$ cat config.mk
export PLATFORM = sky130hd
export DESIGN_NAME = muldiv_unit
export DESIGN_NICKNAME = d
export VERILOG_FILES = /design/src/rtl/muldiv_unit.sv
export SDC_FILE = /design/constraint.sdc
export NUM_CORES = 1
export LEC_CHECK = 0
export ABC_AREA = 1
export CAP_MARGIN = 20
export CORE_MARGIN = 4
export CORE_UTILIZATION = 40
export DETAILED_ROUTE_END_ITERATION = 7
export PLACE_DENSITY_LB_ADDON = 0.3
export SYNTH_ARGS = -nofsm -noshare
export SYNTH_HDL_FRONTEND = slang
export SYNTH_SLANG_ARGS = --single-unit
$ cat constraint.sdc
create_clock -name clk_w_i -period 2.51 [get_ports clk_w_i]
set_clock_uncertainty 0.05 [all_clocks]
set_input_delay 0.251 -clock clk_w_i [delete_from_list [all_inputs] [get_ports clk_w_i]]
set_output_delay 0.251 -clock clk_w_i [all_outputs]
set_load 0.05 [all_outputs]
$ cat src/rtl/muldiv_unit.sv
// muldiv_unit: multi-cycle RV32M multiply/divide execution unit.
// Radix-2 iteration (one bit per cycle), one operation in flight.
// Ports:
//   clk_w_i          clock, all state changes on posedge
//   res_w_i_l        asynchronous active-low reset
//   start_w_i        request, sampled only in IDLE
//   kill_w_i         synchronous abort of an in-flight op
//   op_w_i           RV32M funct3 (MUL..REMU)
//   src_a_w_i        rs1 data
//   src_b_w_i        rs2 data
//   rd_w_i           destination register index
//   busy_w_o         high whenever not IDLE
//   done_w_o         one-cycle completion pulse
//   result_w_o       result, held until the next accepted start
//   wr_reg_w_o       captured rd (register file write address)
//   wr_data_w_o      same value as result_w_o
//   reg_wr_flag_w_o  done pulse qualified by rd != 0
module muldiv_unit #(
   parameter int XLEN = 32
) (
   input  logic            clk_w_i,
   input  logic            res_w_i_l,
   input  logic            start_w_i,
   input  logic            kill_w_i,
   input  logic [2:0]      op_w_i,
   input  logic [XLEN-1:0] src_a_w_i,
   input  logic [XLEN-1:0] src_b_w_i,
   input  logic [4:0]      rd_w_i,
   output logic            busy_w_o,
   output logic            done_w_o,
   output logic [XLEN-1:0] result_w_o,
   output logic [4:0]      wr_reg_w_o,
   output logic [XLEN-1:0] wr_data_w_o,
   output logic            reg_wr_flag_w_o
);

   localparam logic [XLEN-1:0] MIN_VAL = {1'b1, {(XLEN-1){1'b0}}};

   typedef enum logic [1:0] {IDLE, CALC, FIX, DONE} state_t;

   state_t            state;
   logic [2:0]        op_q;
   logic [XLEN-1:0]   a_mag_q;
   logic [XLEN-1:0]   b_mag_q;
   logic [2*XLEN-1:0] acc;
   logic [5:0]        iter;
   logic              neg_res_q;
   logic              a_neg_q;
   logic              special_q;

   // Operand decode at capture: signedness per funct3, magnitudes, and the
   // divide corner cases that bypass the iteration entirely.
   logic            signed_a, signed_b, a_neg, b_neg;
   logic [XLEN-1:0] a_mag, b_mag;
   logic            div_zero, div_ovf;
   logic [XLEN-1:0] special_val;

   always_comb begin
      signed_a    = (op_w_i == 3'd1) || (op_w_i == 3'd2) || (op_w_i == 3'd4) || (op_w_i == 3'd6);
      signed_b    = (op_w_i == 3'd1) || (op_w_i == 3'd4) || (op_w_i == 3'd6);
      a_neg       = signed_a && src_a_w_i[XLEN-1];
      b_neg       = signed_b && src_b_w_i[XLEN-1];
      a_mag       = a_neg ? -src_a_w_i : src_a_w_i;
      b_mag       = b_neg ? -src_b_w_i : src_b_w_i;
      div_zero    = op_w_i[2] && (src_b_w_i == '0);
      div_ovf     = op_w_i[2] && !op_w_i[0] && (src_a_w_i == MIN_VAL) && (src_b_w_i == '1);
      special_val = '0;
      if (div_zero)
         special_val = op_w_i[1] ? src_a_w_i : '1;
      else if (div_ovf)
         special_val = op_w_i[1] ? '0 : MIN_VAL;
   end

   // One radix-2 step. Multiply: acc holds {partial high, multiplier}; add the
   // multiplicand when the multiplier LSB is set, then shift right.
   // Divide: acc holds {remainder, dividend/quotient}; shift left one bit and
   // subtract the divisor when it fits (restoring).
   logic [XLEN:0]     mul_sum;
   logic [XLEN:0]     div_shift;
   logic [XLEN+1:0]   div_diff;
   logic [2*XLEN-1:0] step_next;

   always_comb begin
      mul_sum   = {1'b0, acc[2*XLEN-1:XLEN]} + {1'b0, (acc[0] ? a_mag_q : {XLEN{1'b0}})};
      div_shift = {acc[2*XLEN-1:XLEN], acc[XLEN-1]};
      div_diff  = {1'b0, div_shift} - {2'b00, b_mag_q};
      if (op_q[2]) begin
         if (div_diff[XLEN+1])
            step_next = {div_shift[XLEN-1:0], acc[XLEN-2:0], 1'b0};
         else
            step_next = {div_diff[XLEN-1:0], acc[XLEN-2:0], 1'b1};
      end else begin
         step_next = {mul_sum, acc[XLEN-1:1]};
      end
   end

   // Sign fix-up and result selection. Quotient/product take the XOR of the
   // operand signs; the remainder follows the dividend.
   logic [2*XLEN-1:0] prod;
   logic [XLEN-1:0]   quo, rem, fix_result;

   always_comb begin
      prod = neg_res_q ? -acc : acc;
      quo  = neg_res_q ? -acc[XLEN-1:0] : acc[XLEN-1:0];
      rem  = a_neg_q ? -acc[2*XLEN-1:XLEN] : acc[2*XLEN-1:XLEN];
      case (op_q)
         3'd0:       fix_result = prod[XLEN-1:0];
         3'd4, 3'd5: fix_result = quo;
         3'd6, 3'd7: fix_result = rem;
         default:    fix_result = prod[2*XLEN-1:XLEN];
      endcase
      if (special_q)
         fix_result = acc[XLEN-1:0];
   end

   // Control FSM with registered outputs. Special divide cases go straight
   // to FIX with the answer preloaded into acc, which gives them a one-cycle
   // latency while sharing the same DONE/writeback path.
   always_ff @(posedge clk_w_i or negedge res_w_i_l) begin
      if (!res_w_i_l) begin
         state           <= IDLE;
         op_q            <= '0;
         a_mag_q         <= '0;
         b_mag_q         <= '0;
         acc             <= '0;
         iter            <= '0;
         neg_res_q       <= 1'b0;
         a_neg_q         <= 1'b0;
         special_q       <= 1'b0;
         done_w_o        <= 1'b0;
         reg_wr_flag_w_o <= 1'b0;
         result_w_o      <= '0;
         wr_reg_w_o      <= '0;
      end else begin
         done_w_o        <= 1'b0;
         reg_wr_flag_w_o <= 1'b0;
         case (state)
            IDLE: begin
               if (start_w_i && !kill_w_i) begin
                  op_q       <= op_w_i;
                  a_mag_q    <= a_mag;
                  b_mag_q    <= b_mag;
                  neg_res_q  <= a_neg ^ b_neg;
                  a_neg_q    <= a_neg;
                  wr_reg_w_o <= rd_w_i;
                  result_w_o <= '0;
                  iter       <= '0;
                  if (div_zero || div_ovf) begin
                     special_q <= 1'b1;
                     acc       <= {{XLEN{1'b0}}, special_val};
                     state     <= FIX;
                  end else begin
                     special_q <= 1'b0;
                     acc       <= {{XLEN{1'b0}}, (op_w_i[2] ? a_mag : b_mag)};
                     state     <= CALC;
                  end
               end
            end
            CALC: begin
               if (kill_w_i) begin
                  state <= IDLE;
               end else begin
                  acc  <= step_next;
                  iter <= iter + 6'd1;
                  if (iter == 6'(XLEN-1))
                     state <= FIX;
               end
            end
            FIX: begin
               if (kill_w_i) begin
                  state <= IDLE;
               end else begin
                  result_w_o      <= fix_result;
                  done_w_o        <= 1'b1;
                  reg_wr_flag_w_o <= (wr_reg_w_o != 5'd0);
                  state           <= DONE;
               end
            end
            DONE: begin
               state <= IDLE;
            end
            default: begin
               state <= IDLE;
            end
         endcase
      end
   end

   assign busy_w_o    = (state != IDLE);
   assign wr_data_w_o = result_w_o;

endmodule

==> results.md, run 1 <==
- Status: complete, but fails checks
- Failing checks: DRC
- Clock share of power: 0.085
- Clock sinks: 181
- # port buffers: 147
- Post-route insts no fill: 4,551
- Largest net degree at the start of global routing: 81
- Crit Path Category: flop to flop
- Placed cells: 4,498
- H-tree levels: 4
- Flop pwr share: 0.163
- Leakage power: 13.3 nW
- Via count: 24,800
- Sequential fraction of the synthesis area: 0.231
- N_diodes: 0
- Post-DP Area: 24,300 um2
- Endpoints failing setup: 0
- Core ar.: 48,100 um2
- Initial drt markers: 2,965
- Crit. End Element: flop
- CTS Buf Count: 17
- Hold Violations, Final: 0
- Worst Max-Slew Pin Slew: 785 ps
- Worst vdd ir: 0.000932 V
- Syn Inst Count: 3,441
- WP data arrival: 2840 ps
- Pint: 15.1 mW
- Nets: 4,030
- CTS tree: done
- Synth Register Bits: 181
- Comb power frac: 0.752
- Max frequency: 404 MHz
- TritonRoute pass-1 iters: 8
- Power Density: 1330 nW/um2
- Worst Setup Start Kind: flop
- Residual DRC: 4
- Worst setup margin: 33.5 ps
- Synth Net Count: 3,589
- Antenna violations before repair: 3
- DP Worst Slack: -264 ps
- Share of cells above drive strength 1: 0.188
- Routed met2 length: 39,400 um
- Top Ports: 148
- Final wirelength: 92,300 um
- Met1 Wirelength: 40,000 um
- Initial Utilization: 0.408
- Post-DR wirelength/cell: 20.3 um
- Slew Limit Headroom: 0.477
- Tcrit/Tclk final: 0.987
- Die width: 230 um
- Slew Limit Fails: 0
- Highest metal used: met5
- Cell Rows: 80
- Period minus WS final: 2480 ps
- Die Span Y: 230 um
- Synth Area per Inst: 5.71 um2
- Sw frac: 0.567
- Synth-to-layout area growth: 33.8%
- Netlist cell types: 54
- Data required time of the critical path: 2870 ps
- Synth Warn #: 0
- ANT nets after route: 0
- Non-Filler Cell Area, Final: 26,300 um2
- CP Max Fanout: 9
- Hpwl dp: 75,200 um
- Root buffer cell: clkbuf_16
- Fillers: 4,995
- WL met3: 9250 um
- First-pass GRT wire length: 137,000 um
- Total power: 34.9 mW
- GR Overflow Total: 0
- Max Cap Violations: 0
- Tot GR Track Use: 0.339
- RSZ-0062 raised after global routing: yes
- HP Class: input pin to flop
- Clk buf depth: 2
- Routed vias/inst: 5.46
- Sw Pwr: 19.8 mW
- Most common cell after layout, fill and taps aside: nand2_1
- Die area: 52,700 um2
- Clock Latency Late Sink: 520 ps
- CTS clk-pin slew, worst paths: 100 ps
- Gpl congestion: 1.07
- Post-synthesis cell area: 19,600 um2
- Most frequent cells in the layout: nand2_1 (1,120), buf_4 (401), inv_1 (367)
- Vias in the first global route: 22,700
## final timing paths
path                       cells past startpoint              to         from  slack [ps]
min                                            3   wr_reg_w_o[0]    rd_w_i[0]         220
max in group asynchronous                      3     b_mag_q[29]    res_w_i_l        1430
max reg2reg                                   13         acc[61]  b_mag_q[22]          30
max                                           13         acc[61]  b_mag_q[22]          30
min in group asynchronous                      2  result_w_o[27]    res_w_i_l         230
min reg2reg                                    2     b_mag_q[10]  b_mag_q[10]         440
## power by group through the flow
stage          Sequential [mW]  Combinational (mW)  Clock, mW
2_1_floorplan             5.93                13.5          0
3_3_place_gp              5.62                23.6          0
3_5_place_dp              5.64                23.7          0
4_1_cts                   5.59                24.0       3.03
5_1_grt                   5.79                28.3       3.13
6_report                  5.69                26.2       2.98
## critical path, stage by stage (launching register included)
cell and delay (ps):
dfrtp_1 450, inv_1 70, ha_1 350, a21oi_1 250, o21ai_2 100, a21oi_2 150
nor2_1 90, nor2_4 150, nand2_8 120, buf_4 200, nand3_1 180, nand2_1 100
nand3_1 80, nand2_1 60
## metal layers
metal | up-vias | track usage
li1 | 12000 | -
met4 | 4 | 0.118
met2 | 1251 | 0.511
met1 | 11400 | 0.486
met5 | - | 0
met3 | 198 | 0.0637
## state kept, by name, summed over array words and instances (netlist names)
signal / flops
wr_reg_w_o: 5
op_q: 3
acc: 64
a_mag_q: 32
neg_res_q: 1
b_mag_q: 32
state: 2
iter: 6
special_q: 1
a_neg_q: 1
reg_wr_flag_w_o: 1
done_w_o: 1
result_w_o: 32
## synthesized netlist by cell type, drive strengths merged
| master | n | area [um2] |
|---|---|---|
| buf | 69 | 477 |
| nor2 | 411 | 1610 |
| inv | 387 | 1450 |
| xnor2 | 10 | 87.6 |
| or2 | 5 | 31.3 |
| a311oi | 1 | 8.76 |
| o211ai | 9 | 72.6 |
| a31oi | 32 | 200 |
| clkinv | 2 | 7.51 |
| nand4 | 56 | 365 |
| o21ai | 215 | 1080 |
| nor3 | 42 | 221 |
| nor4 | 3 | 18.8 |
| nand3b | 20 | 150 |
| ha | 70 | 876 |
| a211oi | 1 | 7.51 |
| and2 | 8 | 51.3 |
| o22ai | 4 | 25.0 |
| a22o | 1 | 8.76 |
| o31ai | 3 | 22.5 |
| and3 | 2 | 12.5 |
| o41ai | 1 | 8.76 |
| o32ai | 1 | 8.76 |
| o21bai | 7 | 52.6 |
| a21o | 2 | 15.0 |
| xor2 | 52 | 455 |
| nand3 | 347 | 1760 |
| a21oi | 230 | 1160 |
| clkbuf | 77 | 289 |
| nor3b | 1 | 7.51 |
| nand2b | 1 | 6.26 |
| fa | 2 | 40.0 |
| dfrtp | 181 | 4530 |
| o221ai | 1 | 8.76 |
| a22oi | 3 | 22.5 |
| o21a | 1 | 7.51 |
| nand2 | 1183 | 4480 |
## logic make-up after synthesis
kind of cell | after synthesis | synth area share
DFF | 181 | 0.231
adders and majority gates | 72 | 0.0467
xor gates and xnor gates | 62 | 0.0277
AOI/OAI and AO/OA | 512 | 0.138
buffers and inverters | 535 | 0.113
and+or+nand+nor | 2079 | 0.444
## timing repair
| action | CTS | global route |
|---|---|---|
| hold endpoints to repair | 48 | 0 |
| buffers inserted | 2 | 19 |
| resized for setup | 36 | 269 |
| hold buffers | 1 | 0 |
| pin swaps | 4 | 55 |
| endpoints found under the setup margin | 27 | 58 |
## per-stage QoR
| stage | utilization | setup TNS (ps) | hold WS [ps] |
|---|---|---|---|
| 3_5_place_dp | 0.505 | -1520 | 205 |
| 5_1_grt | 0.545 | -850 | 243 |
| 3_3_place_gp | 0.505 | -783 | 203 |
| 4_1_cts | 0.522 | -3.35 | 197 |
| 6_report | 0.545 | 0 | 224 |
| 2_1_floorplan | - | 0 | -94.6 |
## cell type report
cell class / instances / area [um2] / share of cell area
Clock buffer: 17 / 425 / 0.0162
Clock inverter: 15 / 213 / 0.00810
Inverter: 389 / 1470 / 0.0561
Multi-Input combinational cell: 2725 / 14000 / 0.533
Sequential cell: 181 / 4540 / 0.173
Tap cell: 656 / 821 / 0.0313
Timing Repair Buffer: 568 / 4800 / 0.183
Note: power is estimated with default switching activity, not from simulation.
==> run 2, diff against run 1 <==
--- a/config.mk
+++ b/config.mk
@@ -9,7 +9,10 @@
 export CAP_MARGIN = 20
 export CORE_MARGIN = 4
 export CORE_UTILIZATION = 40
+export CTS_BUF_LIST = sky130_fd_sc_hd__clkbuf_4 sky130_fd_sc_hd__clkbuf_8
+export CTS_CLUSTER_SIZE = 25
 export DETAILED_ROUTE_END_ITERATION = 7
+export GPL_TIMING_DRIVEN = 0
 export PLACE_DENSITY_LB_ADDON = 0.3
 export SYNTH_ARGS = -nofsm -noshare
 export SYNTH_HDL_FRONTEND = slang
==> results.md, run 2 (synthesis results as in run 1) <==
- Status: complete, but fails checks
- Failing checks: setup timing
- Post-DR wirelength/cell: 23.0 um
- Clock sinks: 181
- WP data arrival: 2990 ps
- Most common cell after layout, fill and taps aside: nand2_1
- HP Class: input pin to async pin
- GR Overflow Total: 0
- Worst setup margin: -61.0 ps
- Synth-to-layout area growth: 29.1%
- Power Density: 1380 nW/um2
- Core ar.: 48,100 um2
- RSZ-0062 raised after global routing: yes
- Final wirelength: 101,000 um
- Data required time of the critical path: 2930 ps
- Setup TNS: -463 ps
- Residual DRC: 0
- Hold Violations, Final: 0
- First-pass GRT wire length: 144,000 um
- Critical path cell sequence: buf_6, nand2_2, inv_2, ha_4, inv_4, fa_2, inv_2, nand2_4, o21ai_4, nand2_2, nand2_4, buf_4, nand2_4, nand2_4, nand2_4, nand3_2, nand3_1, nand3_1, nand2_1
- CP max-delay cell: dfrtp_1
- CTS clk-pin slew, worst paths: 120 ps
- Tcrit/Tclk final: 1.02
- Worst Max-Slew Pin Slew: 950 ps
- Max frequency: 389 MHz
- Routed vias/inst: 5.67
- Delay-heaviest family, CP: simple AND/OR/NAND/NOR gates
- Period minus WS final: 2570 ps
- Crit. End Element: flop
- Crit path buffers/inverters: 5
- Most frequent cells in the layout: nand2_1 (1,078), nor2_1 (330), inv_1 (329)
- Largest register FFs: 64
- Nets: 3,860
- Worst vdd ir: 0.000790 V
- Crit Path Category: flop to flop
- Tot GR Track Use: 0.365
- Vias in the first global route: 22,100
- Crit-path max cell delay: 370 ps
- Fillers: 5,068
- H-tree levels: 4
- Post-route insts no fill: 4,382
- Hold slack final: 139 ps
- Slew Limit Fails: 0
- Root buffer cell: clkbuf_8
- # port buffers: 147
- Endpoints failing setup: 14
- ANT nets after route: 0
- Die Span Y: 230 um
- Worst Setup Start Kind: flop
- Max Cap Violations: 0
- DP Worst Slack: -883 ps
- Gpl congestion: 1.05
- CP Max Fanout: 6
- Placed cells: 4,245
- Antenna violations before repair: 1
- Most used cell along the critical path: nand2_4
- TritonRoute pass-1 iters: 6
- Hpwl dp: 81,000 um
- Top Ports: 148
- CTS Buf Count: 17
- Via count: 24,900
- Clk buf depth: 2
- Initial drt markers: 3,127
- Leakage power: 12.2 nW
- Largest reg by FF count: acc
- Slew Limit Headroom: 0.367
- Initial Utilization: 0.408
- Clock Latency Late Sink: 580 ps
- Die area: 52,700 um2
- Share of cells above drive strength 1: 0.183
- CTS tree: done
- Die width: 230 um
- Final core utilization: 0.527
- Cell Rows: 80
- Largest net degree at the start of global routing: 111
[run 2: cell count changes in the layout (fill, tap and decap cells not counted), moves of 18 or more]
cell / previous run / this run
inv_2: 17 / 52
nor2_1: 353 / 330
ha_1: 39 / 13
clkbuf_1: 0 / 54
dfrtp_1: 173 / 142
buf_4: 401 / 133
dfrtp_2: 8 / 39
ha_4: 27 / 54
inv_1: 367 / 329
nand2_2: 51 / 75
clkbuf_2: 0 / 19
clkbuf_8: 1 / 19
nand2_1: 1120 / 1078
[run 2: layout make-up]
class / instances / area [um2] / area share
Antenna cell: 1 / 2.50 / 0.0000987
Multi-Input combinational cell: 2725 / 14900 / 0.588
Timing Repair Buffer: 253 / 2320 / 0.0916
Tap cell: 656 / 821 / 0.0324
Buffer: 145 / 830 / 0.0327
Clock inverter: 14 / 173 / 0.00681
Inverter: 389 / 1480 / 0.0584
Clock buffer: 18 / 248 / 0.00977
Sequential cell: 181 / 4580 / 0.181
[run 2: per-layer routing]
metal / track usage / part of all wire / wire (um) / up-vias
li1: - / - / - / 11600
met1: 0.529 / 0.44 / 44100 / 11600
met2: 0.521 / 0.41 / 41100 / 1440
met3: 0.0888 / 0.11 / 10900 / 213
met4: 0.141 / 0.047 / 4700 / 4
met5: 0 / 0.00020 / 20 / -
[run 2: report_power, final]
part,switching [mW],leakage (nW),total (mW),internal [mW]
Sequential,1.56,2.18,5.81,4.25
Combinational,18.0,9.85,26.9,8.85
Clock,1.44,0.210,2.24,0.795
[run 2: worst paths after layout]
check	from	endpoint	slack, ps	cells after the start
max	acc[0]	acc[59]	-60	19
min	res_w_i_l	result_w_o[27]	140	2
max reg2reg	acc[0]	acc[59]	-60	19
min reg2reg	a_mag_q[3]	a_mag_q[3]	450	2
max in group asynchronous	res_w_i_l	b_mag_q[25]	1220	3
min in group clk_w_i	rd_w_i[0]	wr_reg_w_o[0]	140	3
[run 2: timing repair]
action / 4_1_cts / 5_1_grt
resized for setup: 239 / 370
endpoints found under the setup margin: 77 / 98
hold buffers: 1 / 0
setup buffers: 53 / 50
pin swaps: 18 / 94
cloned: 0 / 1
endpoints found under the hold margin: 71 / 0
[run 2: metrics by stage]
stage | instance area, um2 | power, mW
after global routing | 25300 | 36.9
final | 25300 | 34.9
after CTS | 23700 | 31.5
after global placement | 21900 | 27.3
after detailed placement | 22000 | 27.3
after floorplan | 19600 | 19.4
